--- config.mk ---
export PLATFORM = sky130hd
export DESIGN_NAME = ucsbece154a_controller
export DESIGN_NICKNAME = d
export VERILOG_FILES = /design/src/rtl/ucsbece154a_controller.sv
export SDC_FILE = /design/constraint.sdc
export NUM_CORES = 1
export LEC_CHECK = 0
export BUFFER_PORTS_ARGS = -buffer_cell sky130_fd_sc_hd__clkbuf_2
export CAP_MARGIN = 20
export CORE_ASPECT_RATIO = 1.2
export CORE_UTILIZATION = 38
export CTS_CLUSTER_DIAMETER = 60
export DETAILED_ROUTE_END_ITERATION = 8
export MAX_ROUTING_LAYER = met4
export PLACE_DENSITY = 0.72
export SLEW_MARGIN = 20
export SYNTH_ARGS = -nofsm -noshare
export SYNTH_HDL_FRONTEND = slang
export SYNTH_SLANG_ARGS = --single-unit
--- constraint.sdc ---
create_clock -name clk -period 2.8 [get_ports clk]
set_input_delay 0 -clock clk [delete_from_list [all_inputs] [get_ports clk]]
set_output_delay 0 -clock clk [all_outputs]
set_load 0.05 [all_outputs]
--- src/rtl/ucsbece154a_controller.sv ---
// Multicycle MIPS control unit: Moore main FSM plus combinational ALU decoder.
// Outputs decode from the state register only (BRANCH pcwrite also uses zero_i); never stalls.
module ucsbece154a_controller (
    input  logic       clk,
    input  logic       reset_n,
    input  logic [5:0] op_i,
    input  logic [5:0] funct_i,
    input  logic       zero_i,
    output logic       pcwrite_o,
    output logic       memwrite_o,
    output logic       irwrite_o,
    output logic       regwrite_o,
    output logic       iord_o,
    output logic       alusrca_o,
    output logic [1:0] alusrcb_o,
    output logic       memtoreg_o,
    output logic       regdst_o,
    output logic [1:0] pcsrc_o,
    output logic [2:0] alucontrol_o,
    output logic [3:0] state_o
);

    typedef enum logic [3:0] {
        S_FETCH    = 4'd0,
        S_DECODE   = 4'd1,
        S_MEMADR   = 4'd2,
        S_MEMREAD  = 4'd3,
        S_MEMWB    = 4'd4,
        S_MEMWRITE = 4'd5,
        S_EXECUTE  = 4'd6,
        S_ALUWB    = 4'd7,
        S_BRANCH   = 4'd8,
        S_ADDIEXEC = 4'd9,
        S_ADDIWB   = 4'd10,
        S_JUMP     = 4'd11
    } state_t;

    localparam logic [5:0] OP_LW    = 6'b100011;
    localparam logic [5:0] OP_SW    = 6'b101011;
    localparam logic [5:0] OP_RTYPE = 6'b000000;
    localparam logic [5:0] OP_BEQ   = 6'b000100;
    localparam logic [5:0] OP_ADDI  = 6'b001000;
    localparam logic [5:0] OP_J     = 6'b000010;

    localparam logic [5:0] FN_ADD = 6'b100000;
    localparam logic [5:0] FN_SUB = 6'b100010;
    localparam logic [5:0] FN_AND = 6'b100100;
    localparam logic [5:0] FN_OR  = 6'b100101;
    localparam logic [5:0] FN_SLT = 6'b101010;

    state_t     state_q, state_d;
    logic [1:0] aluop;
    logic       pcwrite_c, memwrite_c, irwrite_c, regwrite_c;

    always_ff @(posedge clk or negedge reset_n) begin
        if (!reset_n) begin
            state_q <= S_FETCH;
        end else begin
            state_q <= state_d;
        end
    end

    // Unknown opcodes fall back to FETCH, skipping the instruction.
    always_comb begin
        state_d = S_FETCH;
        case (state_q)
            S_FETCH: state_d = S_DECODE;
            S_DECODE: begin
                case (op_i)
                    OP_LW, OP_SW: state_d = S_MEMADR;
                    OP_RTYPE:     state_d = S_EXECUTE;
                    OP_BEQ:       state_d = S_BRANCH;
                    OP_ADDI:      state_d = S_ADDIEXEC;
                    OP_J:         state_d = S_JUMP;
                    default:      state_d = S_FETCH;
                endcase
            end
            S_MEMADR: begin
                if (op_i == OP_LW) begin
                    state_d = S_MEMREAD;
                end else if (op_i == OP_SW) begin
                    state_d = S_MEMWRITE;
                end else begin
                    state_d = S_FETCH;
                end
            end
            S_MEMREAD:  state_d = S_MEMWB;
            S_EXECUTE:  state_d = S_ALUWB;
            S_ADDIEXEC: state_d = S_ADDIWB;
            default:    state_d = S_FETCH;
        endcase
    end

    always_comb begin
        pcwrite_c  = 1'b0;
        memwrite_c = 1'b0;
        irwrite_c  = 1'b0;
        regwrite_c = 1'b0;
        iord_o     = 1'b0;
        alusrca_o  = 1'b0;
        alusrcb_o  = 2'b00;
        memtoreg_o = 1'b0;
        regdst_o   = 1'b0;
        pcsrc_o    = 2'b00;
        aluop      = 2'b00;
        case (state_q)
            S_FETCH: begin
                irwrite_c = 1'b1;
                pcwrite_c = 1'b1;
                alusrcb_o = 2'b01;
            end
            S_DECODE: begin
                alusrcb_o = 2'b11;
            end
            S_MEMADR, S_ADDIEXEC: begin
                alusrca_o = 1'b1;
                alusrcb_o = 2'b10;
            end
            S_MEMREAD: begin
                iord_o = 1'b1;
            end
            S_MEMWB: begin
                memtoreg_o = 1'b1;
                regwrite_c = 1'b1;
            end
            S_MEMWRITE: begin
                iord_o     = 1'b1;
                memwrite_c = 1'b1;
            end
            S_EXECUTE: begin
                alusrca_o = 1'b1;
                aluop     = 2'b10;
            end
            S_ALUWB: begin
                regdst_o   = 1'b1;
                regwrite_c = 1'b1;
            end
            S_ADDIWB: begin
                regwrite_c = 1'b1;
            end
            S_BRANCH: begin
                alusrca_o = 1'b1;
                aluop     = 2'b01;
                pcsrc_o   = 2'b01;
                pcwrite_c = zero_i;
            end
            S_JUMP: begin
                pcsrc_o   = 2'b10;
                pcwrite_c = 1'b1;
            end
            default: ;
        endcase
    end

    always_comb begin
        alucontrol_o = 3'b010;
        case (aluop)
            2'b01: alucontrol_o = 3'b110;
            2'b10: begin
                case (funct_i)
                    FN_ADD:  alucontrol_o = 3'b010;
                    FN_SUB:  alucontrol_o = 3'b110;
                    FN_AND:  alucontrol_o = 3'b000;
                    FN_OR:   alucontrol_o = 3'b001;
                    FN_SLT:  alucontrol_o = 3'b111;
                    default: alucontrol_o = 3'b010;
                endcase
            end
            default: alucontrol_o = 3'b010;
        endcase
    end

    // The state is already FETCH during reset; only the write enables need masking.
    assign pcwrite_o  = reset_n & pcwrite_c;
    assign memwrite_o = reset_n & memwrite_c;
    assign irwrite_o  = reset_n & irwrite_c;
    assign regwrite_o = reset_n & regwrite_c;
    assign state_o    = state_q;

endmodule
==> metrics.txt, run 1 <==
status=finished clean; register area share after synthesis=0.1670; Post-synth top cells=nor2_1, nor2b_1, nor3_1; height of the die=45.51 microns; placed cell count=131; vias=714; DP Wirelength=1.184 mm; Tot Pwr=538.9 uW; I/O Buffers=33; async set-reset flop share out of synthesis=1.000; layout cells sized above 1=0.3390; max cap viols=0; wire per inst=11.14 microns; max reg flops=4; HP Class=primary input to async pin; post-route ant nets=0; Netlist Area Pre-Place=599.3 sq um; Final Instance Area=808.3 sq um; detailed-router iteration count before antenna repair=4; antenna cells=0; vias in the first global route=601; Post-Syn Nets=102; Slew Viols, Final=0; final worst slack=0.4362 ns; final WL=1.504 mm; first-pass GRT wire length=2.415 mm; R2R depth=3; Worst-Skew Late Latency=0.23 ns; number of synthesized flops with an enable pin=0; fin util=0.5593; clk_skew=0.002430 ns; nets=138; RR Endpoint=state_o[1]; CTS root buffer=clkbuf_4; critical path start-end classification=flop to output port; CP arrival=2.36 ns; RSZ-0062 raised after global routing=false; Slew Limit Headroom=0.6594; part of the cycle the worst path needs=0.8442; GPL Wtd Cong=0.8626; core area=0.001445 sq mm; Setup-failing EPs final=0; io pins=34; pre-CTS WS=0.7041 ns; largest net degree at the start of global routing=19; post-placement cell area=775.7 sq um; number of distinct library cells after synthesis=30; Yosys top cell area share=0.1670; initial antenna violation count=0; full die area=0.001741 sq mm; CTS Buffer Depth=2; fmax=423.0 MHz; maximum VDD drop=0.3854 mV; Starting Density=0.4147; area of the multi-input gates=462.9 sq um; cell area power density=666.7 mW/mm^2; Syn. warnings=0; drt drc=0; row cnt=15; largest cells by area after synthesis=dfrtp_1, nor2b_1, ha_1, nor3_1, nor2_1; number of fill cells in the layout=153; post-route insts no fill=135; Worst setup SP type=flop; GRT Overall Usage=0.2033; Synth Instances=84; Worst R2R Start=state_o[0]; Critical Path End Type=output port; worst path required time=2.80 ns; Static Leak=0.3891 nW; Tightest Pin Transition=0.5109 ns; Hold Buf Count CTS=1; cell with the most instances after synthesis=nor2_1; post-synthesis register bit count=4; Die W=38.26 microns; dominant synthesized flop cell=dfrtp_1; crit path max fanout=18; post-CTS setup buffers=0; dominant cell type by area after synthesis=dfrtp_1; Storage cell area=100.1 sq um; Clock Sinks=4; post-CTS sizing=0; Vias/cell=5.289; Final Hold Viols=0; # H-tree levels=1; setup TNS=0 ns; initial drt markers=7; Hold Slack=0.1355 ns; clock transition at the registers of the reported paths=0.04 ns; Syn Area/Cell=7.135 sq um; remaining global-route overflow=0; TritonCTS clock tree=built; CTS buffer count=3; area grow syn2layout=34.86%; reg2reg setup slack=1.30 ns; Final Critical Period=2.364 ns
[where the power goes]
part,switching (mW),internal (mW)
Sequential,0.0472,0.0695
Clock,0.0232,0.0479
Combinational,0.252,0.0995
[critical path, cell delays in order (launching register included)]
cell      delay, ns
dfrtp_1        0.65
nor2b_1        0.24
nand2_1        0.13
inv_1          0.08
ha_1           0.17
nor4bb_1       0.38
a21oi_1        0.12
nor2_1         0.09
clkbuf_2       0.28
[routing by layer]
layer  vias up  part of all wire  track usage
met4         0             0.023      0.08571
met1       319              0.42       0.2273
met2        22              0.51       0.3424
met3         4             0.047      0.04412
met5         -                 0            -
li1        369                 -            -
[worst max-delay path by stage]
| stage | from | to | slack, ns | depth (start not counted) |
|---|---|---|---|---|
| 3_5_place_dp | state_o[1] | alucontrol_o[2] | 0.70 | 8 |
| 4_1_cts | state_o[1] | alucontrol_o[2] | 0.45 | 8 |
| 2_1_floorplan | state_o[2] | alucontrol_o[1] | 0.07 | 7 |
| 6_report | state_o[1] | alucontrol_o[2] | 0.44 | 8 |
| 5_1_grt | state_o[1] | alucontrol_o[2] | 0.23 | 8 |
| 3_3_place_gp | state_o[1] | alucontrol_o[2] | 0.81 | 8 |
[kinds of logic (layout without fill, tap and decap cells)]
logic type      count (synthesis)  after routing  share of synthesized area
compound gates                 16             16                     0.1816
xor+xnor                        3              3                    0.04385
fa+ha+maj                       3              3                    0.06264
buf+inv                         9             43                    0.06889
flops                           4              4                     0.1670
simple gates                   49             49                     0.4760
[cells in the final DEF (no fill, tap or decap), drive strengths merged, types with 2 or more instances in the layout]
| master | synthesis | routed |
|---|---|---|
| a21oi | 4 | 4 |
| a31oi | 2 | 2 |
| and3 | 2 | 2 |
| clkbuf | 0 | 36 |
| dfrtp | 4 | 4 |
| ha | 3 | 3 |
| inv | 5 | 5 |
| nand2 | 5 | 5 |
| nand2b | 4 | 4 |
| nand3 | 4 | 4 |
| nand4 | 2 | 2 |
| nor2 | 9 | 9 |
| nor2b | 8 | 8 |
| nor3 | 7 | 7 |
| nor3b | 2 | 2 |
| o21ai | 4 | 4 |
| xor2 | 3 | 3 |
[cell type report]
| type | instances | area share |
|---|---|---|
| inverters | 5 | 0.02322 |
| well taps | 17 | 0.02632 |
| repair buffers | 35 | 0.2260 |
| multi-input cells | 71 | 0.5728 |
| flip-flops and latches | 4 | 0.1238 |
| clock buffers | 3 | 0.02786 |
Power figures use the tool's default switching activity.
==> run 2: changes to the inputs <==
--- a/config.mk
+++ b/config.mk
@@ -12,7 +12,7 @@
 export CTS_CLUSTER_DIAMETER = 60
 export DETAILED_ROUTE_END_ITERATION = 8
 export MAX_ROUTING_LAYER = met4
-export PLACE_DENSITY = 0.72
+export PLACE_DENSITY = 0.74
 export SLEW_MARGIN = 20
 export SYNTH_ARGS = -nofsm -noshare
 export SYNTH_HDL_FRONTEND = slang
==> constraint.sdc (replaced) <==
create_clock -name clk -period 2 [get_ports clk]
set_input_delay 0 -clock clk [delete_from_list [all_inputs] [get_ports clk]]
set_output_delay 0 -clock clk [all_outputs]
set_load 0.05 [all_outputs]
==> run 2 against run 1 <==
  * Utilization is 9.6 points higher
  * Sequential cell count is the same
  * Sequential share of layout area shrank 1.3 points
  * Global-route usage rose by 2.5 points
  * Routed wire length grew 12%
  * Register-to-register slack lost 0.76 ns
  * Hold slack worse by 0.0044 ns
  * Sequential power barely moved
  * Clock power grew 42%
  * Total power grew 54%
  * Largest cell class unchanged
  * Largest power group unchanged
==> metrics.txt, run 2 (same netlist as run 1, synthesis figures left out) <==
setup TNS=0 ns (unchanged); Final Critical Period=1.876 ns; critical path start-end classification=flop to output port (unchanged); core area=0.001445 sq mm (unchanged); DP Wirelength=1.300 mm (was 1.184 mm); WL met2=916 microns (was 770 microns); antenna cells=0 (unchanged); clock transition at the registers of the reported paths=0.03 ns (was 0.04 ns); Final Hold Viols=0 (unchanged); Min-Delay Path Depth=3; part of the cycle the worst path needs=0.9382; row cnt=15 (unchanged); most frequent cells in the layout=clkbuf_2, nor2b_1, nor2_1, nor3_1, buf_4 (was clkbuf_2, nor2_1, nor2b_1, nor3_1); crit path max fanout=7 (was 18); CTS root buffer=clkbuf_4 (unchanged); post-route insts no fill=140 (was 135); DR WL met3=59 microns (was 70 microns); pre-CTS WS=0.08515 ns (was 0.7041 ns); io pins=34 (unchanged); most common cell after layout, fill and taps aside=clkbuf_2 (unchanged); Critical Path Max Stage Delay=0.45 ns (was 0.65 ns); initial antenna violation count=0 (unchanged); R2R depth=5 (was 3); wire per inst=12.07 microns (was 11.14 microns); CP arrival=1.88 ns (was 2.36 ns); first-pass GRT wire length=2.691 mm (was 2.415 mm); I/O Buffers=33 (unchanged); M1 WL=694 microns (was 628 microns); CTS Buffer Depth=2 (unchanged); detailed-router iteration count before antenna repair=4 (unchanged); vias in the first global route=641 (was 601); Worst-Skew Late Latency=0.24 ns (was 0.23 ns); area grow syn2layout=58.04% (was 34.86%); clk_skew=0.004144 ns (was 0.002430 ns); Critical-path top delay cell=dfrtp_2 (was dfrtp_1); worst path cell trace=nor2b_1 -> nand2_1 -> inv_1 -> ha_2 -> nor4bb_4 -> nand3_2 -> nand2_4 -> clkbuf_8 (was nor2b_1 -> nand2_1 -> inv_1 -> ha_1 -> nor4bb_1 -> a21oi_1 -> nor2_1 -> clkbuf_2); Clock Sinks=4 (unchanged); Setup-failing EPs final=0 (unchanged); highest metal used=met4 (unchanged); GRT Overall Usage=0.2286 (was 0.2033); Critical Path End Type=output port (unchanged); TritonCTS clock tree=built (unchanged); cell area power density=877.0 mW/mm^2 (was 666.7 mW/mm^2); Tightest Pin Transition=0.3594 ns (was 0.5109 ns); max reg flops=4 (unchanged); placed cell count=134 (was 131); status=finished clean (unchanged); final worst slack=0.1235 ns (was 0.4362 ns); drt drc=0 (unchanged); max cap viols=0 (unchanged); Vias/cell=5.357 (was 5.289); fmax=532.9 MHz; remaining global-route overflow=0 (unchanged); RSZ-0062 raised after global routing=false (unchanged); nets=143 (was 138); initial drt markers=6 (was 7); post-route ant nets=0 (unchanged); # H-tree levels=1 (unchanged); Static Leak=0.4281 nW (was 0.3891 nW); layout cells sized above 1=0.4878 (was 0.3390); Die W=38.26 microns (unchanged); GPL Wtd Cong=0.7526 (was 0.8626); largest net degree at the start of global routing=16 (was 19); height of the die=45.51 microns (unchanged); Starting Density=0.4147 (unchanged); Slew Limit Headroom=0.7570 (was 0.6594); HP Class=primary input to flop (was primary input to async pin); full die area=0.001741 sq mm (unchanged); vias=750 (was 714); CTS buffer count=3 (unchanged); Slew Viols, Final=0 (unchanged); worst path required time=2.00 ns (was 2.80 ns); Worst setup SP type=flop (unchanged); final WL=1.690 mm (was 1.504 mm); maximum VDD drop=0.5954 mV (was 0.3854 mV)
-- run 2: cell types whose count changed in the layout (fill, tap and decap cells not counted), sizes merged --
| cell | previous run | this run |
|---|---|---|
| buf | 1 | 7 |
| clkbuf | 36 | 35 |
-- run 2: repair_timing --
action                                  4_1_cts  5_1_grt
resized for setup                             8        4
buffers inserted                              2        0
hold buffers                                  1        0
endpoints found under the setup margin        3        3
endpoints found under the hold margin         4        0
pin swaps                                     1        3
-- run 2: cell type report --
type / count / area, sq um
fillers: 136 / 498.0
clock buffers: 3 / 22.52
inverters: 5 / 18.77
repair buffers: 40 / 251.5
flip-flops and latches: 4 / 105.1
multi-input cells: 71 / 528.0
well taps: 17 / 21.27
-- run 2: final timing paths --
kind / slack [ns] / to / startpoint
min in group asynchronous: 0.14 / state_o[0] / reset_n
worst min register to register: 0.53 / state_o[0] / state_o[3]
max in group asynchronous: 1.68 / state_o[2] / reset_n
worst max-delay path: 0.12 / alucontrol_o[0] / state_o[3]
worst min-delay path: 0.13 / state_o[2] / op_i[3]
worst max register to register: 0.54 / state_o[1] / state_o[2]
-- run 2: report_power, final --
| part | switching, mW | leakage [nW] | internal [mW] |
|---|---|---|---|
| Sequential | 0.0188 | 0.0474 | 0.101 |
| Combinational | 0.428 | 0.367 | 0.182 |
| Clock | 0.0335 | 0.0138 | 0.0671 |
| Total | 0.480 | 0.428 | 0.351 |
-- run 2: metrics by stage --
| stage | cell area [sq um] | utilization | hold slack, ns | power (mW) |
|---|---|---|---|---|
| final | 947.2 | 0.6554 | 0.1311 | 0.8307 |
| after global routing | 947.2 | 0.6554 | 0.1309 | 0.8853 |
| after CTS | 939.7 | 0.6502 | 0.1265 | 0.8248 |
| after detailed placement | 852.1 | 0.5896 | -0.1581 | 0.7056 |
| after global placement | 852.1 | 0.5896 | -0.1608 | 0.7015 |
| after floorplan | 664.4 | - | -0.2956 | 0.5690 |
-- run 2: critical path, delay by kind of cell (launching register included) --
kind          cells  cell delay (ns)
fa+ha+maj         1             0.18
simple gates      5             0.76
flops             1             0.45
buf+inv           2             0.25
-- run 2: per-layer routing --
| layer | up-vias | track usage |
|---|---|---|
| met1 | 346 | 0.2410 |
| met2 | 22 | 0.4000 |
| met4 | 0 | 0.1286 |
| met3 | 2 | 0.02941 |
| met5 | - | - |
| li1 | 380 | - |
==> run 3: changes to the inputs <==
--- a/config.mk
+++ b/config.mk
@@ -13,6 +13,7 @@
 export DETAILED_ROUTE_END_ITERATION = 8
 export MAX_ROUTING_LAYER = met4
 export PLACE_DENSITY = 0.74
+export SETUP_SLACK_MARGIN = 0.15
 export SLEW_MARGIN = 20
 export SYNTH_ARGS = -nofsm -noshare
 export SYNTH_HDL_FRONTEND = slang
==> run 3 against run 2 <==
  * Non-clock buffer count rose by 19
  * Register-to-register slack got worse by 0.18 ns
  * Hold slack got worse by 0.038 ns
  * Routed wire length rose by 56%
  * Final cell count rose by 14%
  * Sequential power rose by 11%
  * Count of clock-buffer cells in the layout did not move
  * Utilization rose by 15 points
  * Critical path depth fell by 1
  * Global-route usage rose by 7.0 points
  * Critical endpoint is now alucontrol_o[1]
  * Largest cell class unchanged
  * Highest routed layer unchanged
==> metrics.txt, run 3 (same netlist as run 1, synthesis figures left out) <==
status=finished clean (unchanged); Worst setup SP type=flop (unchanged); Vias/cell=5.849 (was 5.357); placed cell count=135 (was 134); fmax=511.0 MHz (was 532.9 MHz); Final Critical Period=1.957 ns (was 1.876 ns); Buf+Inv Stages, Crit Path=3 (was 2); # H-tree levels=1 (unchanged); critical path start-end classification=flop to output port (unchanged); Final Hold Viols=0 (unchanged); clock transition at the registers of the reported paths=0.04 ns (was 0.03 ns); vias in the first global route=880 (was 641); drt drc=0 (unchanged); height of the die=45.51 microns (unchanged); antenna cells=0 (unchanged); wire per inst=16.58 microns (was 12.07 microns); detailed-router iteration count before antenna repair=4 (unchanged); setup TNS=0 ns (unchanged); CTS buffer count=3 (unchanged); maximum VDD drop=0.5354 mV (was 0.5954 mV); final WL=2.636 mm (was 1.690 mm); max reg flops=4 (unchanged); M1 WL=901 microns (was 694 microns); io pins=34 (unchanged); CTS root buffer=clkbuf_4 (unchanged); initial antenna violation count=0 (unchanged); GPL Wtd Cong=0.8649 (was 0.7526); fin util=0.8017 (was 0.6554); worst path cell trace=buf_6 -> nor3_4 -> inv_2 -> ha_4 -> a21boi_2 -> or3_4 -> clkbuf_16 (was nor2b_1 -> nand2_1 -> inv_1 -> ha_2 -> nor4bb_4 -> nand3_2 -> nand2_4 -> clkbuf_8); nets=162 (was 143); CP arrival=1.96 ns (was 1.88 ns); WL met2=1.533 mm (was 916 microns); layout cells sized above 1=0.6056 (was 0.4878); Setup-failing EPs final=0 (unchanged); most common cell after layout, fill and taps aside=clkbuf_2 (unchanged); Slew Limit Headroom=0.6027 (was 0.7570); Critical-path top delay cell=dfrtp_2 (unchanged); Tot Pwr=960.8 uW (was 830.7 uW); Critical Path Max Stage Delay=0.42 ns (was 0.45 ns); Slew Viols, Final=0 (unchanged); I/O Buffers=33 (unchanged); post-route ant nets=0 (unchanged); area grow syn2layout=93.32% (was 58.04%); Static Leak=0.5450 nW (was 0.4281 nW); initial drt markers=42 (was 6); Die W=38.26 microns (unchanged); part of the cycle the worst path needs=0.9785 (was 0.9382); full die area=0.001741 sq mm (unchanged); row cnt=15 (unchanged); remaining global-route overflow=0 (unchanged); RSZ-0062 raised after global routing=true (was false); vias=930 (was 750); Tightest Pin Transition=0.5876 ns (was 0.3594 ns); Worst-Skew Late Latency=0.24 ns (about the same); Clock Sinks=4 (unchanged); highest metal used=met4 (unchanged); largest net degree at the start of global routing=10 (was 16); crit path max fanout=4 (was 7); cell area power density=829.3 mW/mm^2 (was 877.0 mW/mm^2); TritonCTS clock tree=built (unchanged); Critical Path End Type=output port (unchanged); CTS Buffer Depth=2 (unchanged); most frequent cells in the layout=clkbuf_2, buf_4, nor2_1, nor2b_1 (was clkbuf_2, nor2b_1, nor2_1, nor3_1, buf_4); DR WL met3=151 microns (was 59 microns); GRT Overall Usage=0.2990 (was 0.2286); post-route insts no fill=159 (was 140); worst path required time=2.00 ns (about the same); Starting Density=0.4147 (unchanged); DP Wirelength=1.456 mm (was 1.300 mm); HP Class=primary input to flop (unchanged); first-pass GRT wire length=3.532 mm (was 2.691 mm); clk_skew=0.006103 ns (was 0.004144 ns); max cap viols=0 (unchanged); core area=0.001445 sq mm (unchanged); Top delay family on crit path=simple AND/OR/NAND/NOR gates (unchanged)
-- run 3: report_power, final --
| part | internal (mW) | switching, mW |
|---|---|---|
| sequential | 0.102 | 0.0313 |
| combinational | 0.255 | 0.468 |
| clock | 0.0674 | 0.0375 |
-- run 3: final timing paths --
check                      slack (ns)  startpoint  depth (start not counted)              end
setup / recovery                 0.04  state_o[1]                          7  alucontrol_o[1]
hold / removal                   0.09     op_i[3]                          3       state_o[2]
setup reg to reg                 0.36  state_o[1]                          5       state_o[1]
hold reg to reg                  0.67  state_o[0]                          3       state_o[2]
max in group asynchronous        1.68     reset_n                          2       state_o[3]
min in group asynchronous        0.13     reset_n                          2       state_o[1]
-- run 3: repair_timing --
| action | 4_1_cts | 5_1_grt |
|---|---|---|
| setup buffers | 19 | 1 |
| gates resized for setup | 17 | 11 |
| pin swaps | 3 | 4 |
| setup endpoints to repair | 3 | 5 |
| endpoints found under the hold margin | 4 | 0 |
| hold buffers | 1 | 0 |
-- run 3: worst register-to-register path, delay by kind of cell, from the launching register on --
family | cells | cell delay [ns]
and+or+nand+nor | 2 | 0.53
DFF | 1 | 0.42
buffers and inverters | 2 | 0.29
AOI/OAI and AO/OA | 1 | 0.28
-- run 3: stage by stage --
stage,hold WS (ns),area (sq um),setup WS (ns)
global route,0.1283,1159,-0.01249
floorplan,-0.2956,669.4,-0.2653
CTS,0.1158,1124,0.1188
finish,0.09325,1159,0.04292
detailed placement,-0.1543,864.6,0.1223
global placement,-0.1532,864.6,0.1948
-- run 3: area by class of cell --
class / count / area [sq um]
repair buffers: 59 / 417.9
fillers: 93 / 286.5
flip-flops and latches: 4 / 105.1
clock buffers: 3 / 22.52
inverters: 5 / 18.77
well taps: 17 / 21.27
multi-input cells: 71 / 573.1
-- run 3: metal layers --
layer	track usage	vias to the layer above
met2	0.5864	58
met1	0.2689	444
li1	-	420
met5	-	-
met3	0.04412	8
met4	0.1357	0
